File: src/rtl/alu_pkg.sv
// alu_pkg
// Shared definitions for the ALU issue path: opcode and FUNC3 encodings,
// the operand/control bundle carried through the skid buffer, the buffer
// occupancy states and the writeback bypass helper.
package alu_pkg;

  localparam logic [6:0] OPC_OP    = 7'b0110011;
  localparam logic [6:0] OPC_OPIMM = 7'b0010011;
  localparam logic [6:0] OPC_LUI   = 7'b0110111;
  localparam logic [6:0] OPC_AUIPC = 7'b0010111;

  localparam logic [2:0] F3_ADD  = 3'b000;
  localparam logic [2:0] F3_SLL  = 3'b001;
  localparam logic [2:0] F3_SLT  = 3'b010;
  localparam logic [2:0] F3_SLTU = 3'b011;
  localparam logic [2:0] F3_XOR  = 3'b100;
  localparam logic [2:0] F3_SR   = 3'b101;
  localparam logic [2:0] F3_OR   = 3'b110;
  localparam logic [2:0] F3_AND  = 3'b111;

  typedef struct packed {
    logic [31:0] in0;
    logic [31:0] in1;
    logic [2:0]  func3;
    logic        sub;
    logic [4:0]  rd;
    logic        illegal;
  } alu_issue_t;

  typedef enum logic [1:0] {
    EMPTY = 2'd0,
    ONE   = 2'd1,
    FULL  = 2'd2
  } buf_state_t;

  // x0 always reads zero; otherwise a same-cycle writeback to the register
  // wins over the (stale) register-file read.
  function automatic logic [31:0] pick_operand(
    input logic [4:0]  idx,
    input logic [31:0] rf_data,
    input logic        wb_en,
    input logic [4:0]  wb_rd,
    input logic [31:0] wb_data
  );
    if (idx == 5'd0)
      return 32'd0;
    else if (wb_en && (wb_rd == idx))
      return wb_data;
    else
      return rf_data;
  endfunction

endpackage

File: src/rtl/alu_decode.sv
// alu_decode
// Combinational decode of one instruction into an alu_issue_t bundle.
// Ports:
//   instr     raw instruction word
//   pc_in     PC of instr (AUIPC operand 0)
//   rs1_data  register-file read of instr[19:15]
//   rs2_data  register-file read of instr[24:20]
//   wb_en/wb_rd/wb_data  same-cycle writeback used for bypass
//   issue     decoded operand/control bundle
module alu_decode
  import alu_pkg::*;
(
  input  logic [31:0] instr,
  input  logic [31:0] pc_in,
  input  logic [31:0] rs1_data,
  input  logic [31:0] rs2_data,
  input  logic        wb_en,
  input  logic [4:0]  wb_rd,
  input  logic [31:0] wb_data,
  output alu_issue_t  issue
);

  logic [31:0] rs1_val;
  logic [31:0] rs2_val;
  logic [31:0] imm_i;
  logic [31:0] imm_u;

  assign rs1_val = pick_operand(instr[19:15], rs1_data, wb_en, wb_rd, wb_data);
  assign rs2_val = pick_operand(instr[24:20], rs2_data, wb_en, wb_rd, wb_data);
  assign imm_i   = {{20{instr[31]}}, instr[31:20]};
  assign imm_u   = {instr[31:12], 12'b0};

  always_comb begin
    issue    = '0;
    issue.rd = instr[11:7];
    case (instr[6:0])
      OPC_OP: begin
        issue.in0   = rs1_val;
        issue.in1   = rs2_val;
        issue.func3 = instr[14:12];
        issue.sub   = instr[30];
      end
      OPC_OPIMM: begin
        issue.in0   = rs1_val;
        issue.in1   = imm_i;
        issue.func3 = instr[14:12];
        // instr[30] is an immediate bit for everything except SRAI, so only
        // the right-shift encoding may turn it into the arithmetic select.
        issue.sub   = (instr[14:12] == F3_SR) ? instr[30] : 1'b0;
      end
      OPC_LUI: begin
        issue.in1   = imm_u;
        issue.func3 = F3_ADD;
      end
      OPC_AUIPC: begin
        issue.in0   = pc_in;
        issue.in1   = imm_u;
        issue.func3 = F3_ADD;
      end
      default: begin
        issue.illegal = 1'b1;
      end
    endcase
  end

endmodule

File: src/rtl/alu_operand_stage.sv
// alu_operand_stage
// Issue stage in front of the ALU: decodes OP/OP-IMM/LUI/AUIPC with
// writeback bypass and holds results in a 2-entry skid buffer.
// Ports:
//   clk, rst (async, active-high), flush (sync, drops all entries)
//   instr_valid/instr_ready  upstream handshake; ready depends on state only
//   instr, pc_in, rs1_data, rs2_data, wb_en, wb_rd, wb_data  decode inputs
//   out_valid/out_ready      downstream handshake on the head entry
//   in0, in1, func3, sub, rd, illegal  head entry fields (0 when invalid)
//   alu_en                   out_valid & !illegal
module alu_operand_stage
  import alu_pkg::*;
#(
  parameter int XLEN  = 32,
  parameter int DEPTH = 2
) (
  input  logic            clk,
  input  logic            rst,
  input  logic            flush,
  input  logic            instr_valid,
  output logic            instr_ready,
  input  logic [31:0]     instr,
  input  logic [XLEN-1:0] pc_in,
  input  logic [XLEN-1:0] rs1_data,
  input  logic [XLEN-1:0] rs2_data,
  input  logic            wb_en,
  input  logic [4:0]      wb_rd,
  input  logic [XLEN-1:0] wb_data,
  output logic            out_valid,
  input  logic            out_ready,
  output logic [XLEN-1:0] in0,
  output logic [XLEN-1:0] in1,
  output logic [2:0]      func3,
  output logic            sub,
  output logic            alu_en,
  output logic [4:0]      rd,
  output logic            illegal
);

  if (XLEN != 32) begin : g_bad_xlen
    $error("alu_operand_stage supports XLEN=32 only");
  end
  if (DEPTH != 2) begin : g_bad_depth
    $error("alu_operand_stage supports DEPTH=2 only");
  end

  buf_state_t state_q;
  alu_issue_t head_q;
  alu_issue_t skid_q;
  alu_issue_t new_entry;
  logic       accept;
  logic       drain;

  alu_decode u_decode (
    .instr    (instr),
    .pc_in    (pc_in),
    .rs1_data (rs1_data),
    .rs2_data (rs2_data),
    .wb_en    (wb_en),
    .wb_rd    (wb_rd),
    .wb_data  (wb_data),
    .issue    (new_entry)
  );

  assign instr_ready = (state_q != FULL);
  assign out_valid   = (state_q != EMPTY);
  assign accept      = instr_valid & instr_ready;
  assign drain       = out_valid & out_ready;

  // head_q is cleared whenever the buffer empties, so the outputs read
  // zero for an invalid head without extra gating.
  always_ff @(posedge clk or posedge rst) begin
    if (rst) begin
      state_q <= EMPTY;
      head_q  <= '0;
      skid_q  <= '0;
    end else if (flush) begin
      state_q <= EMPTY;
      head_q  <= '0;
      skid_q  <= '0;
    end else begin
      case (state_q)
        EMPTY: begin
          if (accept) begin
            head_q  <= new_entry;
            state_q <= ONE;
          end
        end
        ONE: begin
          if (accept && drain) begin
            head_q <= new_entry;
          end else if (accept) begin
            skid_q  <= new_entry;
            state_q <= FULL;
          end else if (drain) begin
            head_q  <= '0;
            state_q <= EMPTY;
          end
        end
        FULL: begin
          if (drain) begin
            head_q  <= skid_q;
            skid_q  <= '0;
            state_q <= ONE;
          end
        end
        default: begin
          state_q <= EMPTY;
          head_q  <= '0;
          skid_q  <= '0;
        end
      endcase
    end
  end

  assign in0     = head_q.in0;
  assign in1     = head_q.in1;
  assign func3   = head_q.func3;
  assign sub     = head_q.sub;
  assign rd      = head_q.rd;
  assign illegal = head_q.illegal;
  assign alu_en  = out_valid & ~head_q.illegal;

endmodule

File: config.mk
export PLATFORM = sky130hd
export DESIGN_NAME = alu_operand_stage
export DESIGN_NICKNAME = d
export VERILOG_FILES = /design/src/rtl/alu_pkg.sv /design/src/rtl/alu_decode.sv /design/src/rtl/alu_operand_stage.sv
export SDC_FILE = /design/constraint.sdc
export NUM_CORES = 1
export LEC_CHECK = 0
export CORE_AREA = 2 2 175 126
export CTS_CLUSTER_SIZE = 10
export DETAILED_ROUTE_END_ITERATION = 12
export DIE_AREA = 0 0 177 128
export PLACE_DENSITY = 0.88
export SYNTH_ARGS = -nofsm -noshare
export SYNTH_HDL_FRONTEND = slang
export SYNTH_HIERARCHICAL = 1
export SYNTH_SLANG_ARGS = --single-unit
File: constraint.sdc
create_clock -name clk -period 5.32 [get_ports clk]
set_input_delay 1.064 -clock clk [delete_from_list [all_inputs] [get_ports clk]]
set_output_delay 1.064 -clock clk [all_outputs]
set_load 0.1 [all_outputs]
---- After elaboration in Yosys (flattened, before gate mapping) ----
Cells that the tools add are included.
word-level totals
  register bits after elaboration ......... 150
  logic and storage cells ................. 74
cells by class
  equality and inequality tests ........... 18
  multiplexer cells ....................... 26
  bitwise gates (word level) .............. 4
  reductions and logical operators ........ 13
operator list
  kind                                                                    count
  74-bit 2-to-1 mux                                                       8
  74-bit one-hot mux with 3 select lines                                  2
  32-bit 2-to-1 mux                                                       4
  35-bit one-hot mux with 3 select lines                                  1
  32-bit one-hot mux with 2 select lines                                  1
  7-bit by 5-bit equality test with 1-bit output (second input constant)  2
  7-bit by 6-bit equality test with 1-bit output (second input constant)  2
  2-bit 2-to-1 mux                                                        6
  3-bit inequality test (second input constant)                           4
  4-bit inequality test (second input constant)                           3
  4-bit AND reduction                                                     3
  5-bit equality test                                                     2
  5-bit zero test                                                         2
  2-bit one-hot mux with 3 select lines                                   1
  2-bit inequality test (second input constant)                           2
  2-bit OR reduction                                                      2
  4-bit OR reduction                                                      1
  1-bit bitwise AND                                                       3
  3-bit equality test (second input constant)                             1
  1-bit logical AND                                                       3
  2-bit by 1-bit equality test with 1-bit output (second input constant)  1
  2-bit equality test (second input constant)                             1
  2-bit zero test                                                         1
  1-bit 2-to-1 mux                                                        2
  other kinds (3)                                                         3

---- Depth between registers and ports, before layout ----
  depth after elaboration ................. 9
  depth in mapped cells ................... 10

---- Hierarchy ----
The synthesis kept the hierarchy.
modules (own cells, without submodules)
  module             times used  cells an instance  area an instance (µm²)  sequential area each (µm²)
  alu_operand_stage  1           676                7571.0                  3753.6
  alu_decode         1           255                1714.1                  0.0

---- Worst setup path before layout ----
No wires, ideal clock.
  path type ............................... register to output
  start point ............................. register state_q[1]
  end point ............................... output alu_en
  data arrival time ....................... 2784 ps
  data required time ...................... 4256 ps
  slack ................................... 1472 ps
  stages on the path, launching flop included .. 6
  buffers on the path ..................... 3
  cells stage by stage .................... dfrtp_1 -> buf_4 -> buf_4 -> buf_2 -> or2_2 -> nor2b_1
between the ends
  cells in the longest elaborated chain, start to end .. 2
RTL lines
  element                 RTL line                  text
  start, declared         alu_operand_stage.sv:47   buf_state_t state_q;
  start signal, assigned  alu_operand_stage.sv:74   state_q <= EMPTY;
  start signal, assigned  alu_operand_stage.sv:78   state_q <= EMPTY;
  start signal, assigned  alu_operand_stage.sv:86   state_q <= ONE;
  2-bit nonzero test      alu_operand_stage.sv:66   assign out_valid = (state_q != EMPTY);
  named net out_valid     alu_operand_stage.sv:29   output logic out_valid,
  1-bit bitwise AND       alu_operand_stage.sv:122  assign alu_en = out_valid & ~head_q.illegal;
  end, declared           alu_operand_stage.sv:35   output logic alu_en,
The timed path passes the listed nets, and every way through them passes these cells.

==> flow_summary.ini <==
[run_status]
status = finished, final reports clean

[route]
wl_per_cell_um = 21.3
ant_nets = 0
vias = 8202
route.detailed.vias_per_inst = 5.75
drt_first_pass_iters = 5
drtIter0Drc = 871
totalWireLength_um = 30300
drcViolationCount = 0

[timing]
fmax_ghz = 0.258
clock_skew_ps = 6.64
slew_headroom_pct = 24.8
fin_tns_setup_ps = 0
post-route-min-period_ps = 3880
hold_violations = 0
worst_slew_pin_slew_ps = 1120
post-route-period-util_pct = 72.9
drv_slew = 0
setup_violations = 0
rsz0062_at_grt = false
whs_ps = 506

[cts]
clockBufferDepth = 2
cts_setup_buffers = 0
tritoncts = done
cts_buffers = 17
cts_num_sinks = 150
htree_levels = 4
postCtsHoldBufs = 0
clk_latency_ps = 420
clockRootBuffer = clkbuf_16
cts_resized = 0
path_clk_slew_ps = 60

[global_routing]
grt_pass1_vias = 8199
grt_pass1_wl_um = 46600
grtUsageTotal_pct = 26.9
grt-ovfl-total = 0
antenna_found_initial = 1
grt_max_degree = 77

[critical_path]
rr_worst_depth = 5
critPathKind = in -> reg
critPathArrivalTime_ps = 4190
reg2reg_slack_ps = 2480
required_ps = 5630
cp_max_fo = 24
end_kind = flop
r2r-end = func3[2]
r2r_start = state_q[1]
worst_setup_path_start_kind = primary input

[logic_synthesis]
synth_area_per_cell_um2 = 9.97
synth_area_um2 = 9290
yosys_warnings = 6
synthDistinctLibCells = 38
synth_nets = 1102
ys_ff_latch = 150
synth_enable_flop_cells = 0
synth_ff_type = dfrtp_1
async_flop_share_pct = 100
synth_seq_area_share_pct = 40.4
netlist_instances = 931

[floorplan]
die_w_um = 177
placementRows = 45
die_h_um = 128
fp.dieArea_um2 = 22700
start_util_pct = 44.0
coreArea_um2 = 21100
ios = 248

[pwr]
share_comb_of_total_power_pct = 16.3
netSwitchingFraction_pct = 27.2
leakage_nw = 4.72
internal_power_mw = 2.12
ir_drop_uv = 168
power_switching_mw = 0.791
clkPwrFrac_pct = 43.4
powerDensity_nw_per_um2 = 235
power_frac_seq_pct = 40.2

[layout]
fin_area_um2 = 12400
layout-drive-gt1-share_pct = 5.59
nFillCells = 1749
syn_to_final_growth_pct = 33.4
stdcell_count = 1427
nets = 1302

[run]
drv_cap = 0

[placement]
gp_congestion = 0.933
dp.cells = 1394
dpl.hpwl_um = 21300
placed_cell_area_um2 = 11800
port-buffer-count = 247

[min_path]
timing.hold.worst_endpoint = in0[6]
holdCritStartpoint = in0[6]
hp-class = reg -> reg
hold_depth = 1
==> cells in the mapped netlist, drive strengths merged, types with 4 or more instances <==
master,number,area share [%]
o21ai,66,3.6
a21oi,21,1.1
o2bb2ai,74,7.0
a22o,74,7.0
nor2b,4,0.27
inv,76,3.1
and2,4,0.27
dfrtp,150,40
clkbuf,21,0.88
nor2,13,0.53
nand2,121,4.9
buf,64,5.4
mux2i,214,23
xor2,8,0.75
==> cells in the final DEF (no fill, tap or decap), types with 6 or more instances in the layout <==
| master | netlist | final |
|---|---|---|
| clkdlybuf4s50_1 | 0 | 247 |
| mux2i_1 | 214 | 214 |
| dfrtp_1 | 150 | 148 |
| nand2_1 | 121 | 121 |
| inv_1 | 76 | 75 |
| o2bb2ai_1 | 74 | 74 |
| a22o_1 | 74 | 74 |
| o21ai_1 | 58 | 58 |
| a21oi_1 | 21 | 21 |
| clkbuf_16 | 0 | 17 |
| buf_4 | 17 | 16 |
| nor2_1 | 13 | 9 |
| xor2_1 | 8 | 8 |
| o21ai_0 | 6 | 6 |
==> worst max-delay path, cell delays in order <==
cell,delay (ps)
clkdlybuf4s50_1,620
xor2_1,230
nor4_1,290
and3_2,810
buf_4,350
mux2i_1,240
o21ai_1,110
mux2i_1,150
o2bb2ai_1,90
a22o_1,220
==> cell type report <==
cell class | count | area [µm²] | share of cell area, %
multi-input cells | 620 | 4710 | 38.1
flip-flops and latches | 150 | 3760 | 30.4
repair buffers | 266 | 2650 | 21.4
clock buffers | 22 | 464 | 3.75
well taps | 282 | 353 | 2.85
inverters | 76 | 290 | 2.34
clock inverters | 10 | 146 | 1.18
diodes | 1 | 2.50 | 0.0202
==> kinds of logic after synthesis <==
group,after synthesis,share of synthesized area [%]
flip-flops,150,40.4
AND/OR/NAND/NOR,157,7.10
AO/OA/AOI/OAI,239,19.1
buffers and inverters,161,9.38
XOR/XNOR,10,0.943
multiplexers,214,23.1
==> how the worst max path moves through the flow <==
stage | start | to | slack, ps
after global placement | instr[23] | in1[13] | 1080
final | instr[23] | in1[10] | 1440
after global routing | instr[20] | in1[10] | 1360
after CTS | state_q[1] | alu_en | 1520
after floorplan | rst | func3[0] | 220
after detailed placement | instr[23] | in1[10] | 1070
==> metal layers <==
layer,track usage (%),wire length [µm],vias up
met5,0,0,-
met3,6.08,2380,49
met1,37.7,13500,4035
li1,-,-,3721
met4,7.92,646,0
met2,41.8,13900,397
==> state kept, by name (all words and copies together) (netlist names) <==
register and count:
state_q 2, in1 32, illegal 1, skid_q 74, in0 32, sub 1
func3 3, rd 5
==> power by group through the flow <==
| stage | Clock (mW) | Sequential, mW | Combinational [mW] |
|---|---|---|---|
| after CTS | 1.28 | 1.17 | 0.474 |
| after global placement | 0 | 1.19 | 0.469 |
| after detailed placement | 0 | 1.19 | 0.472 |
| final | 1.27 | 1.17 | 0.476 |
| after floorplan | 0 | 1.23 | 0.221 |
| after global routing | 1.33 | 1.17 | 0.501 |
==> through the flow <==
stage	setup WS [ps]	utilization [%]	total power, mW
after detailed placement	1070	55.8	1.66
after floorplan	220	-	1.45
final	1440	58.7	2.91
after global placement	1080	55.8	1.66
after global routing	1360	58.7	3.00
after CTS	1520	58.6	2.93
Note: power is estimated with default switching activity, not from simulation.
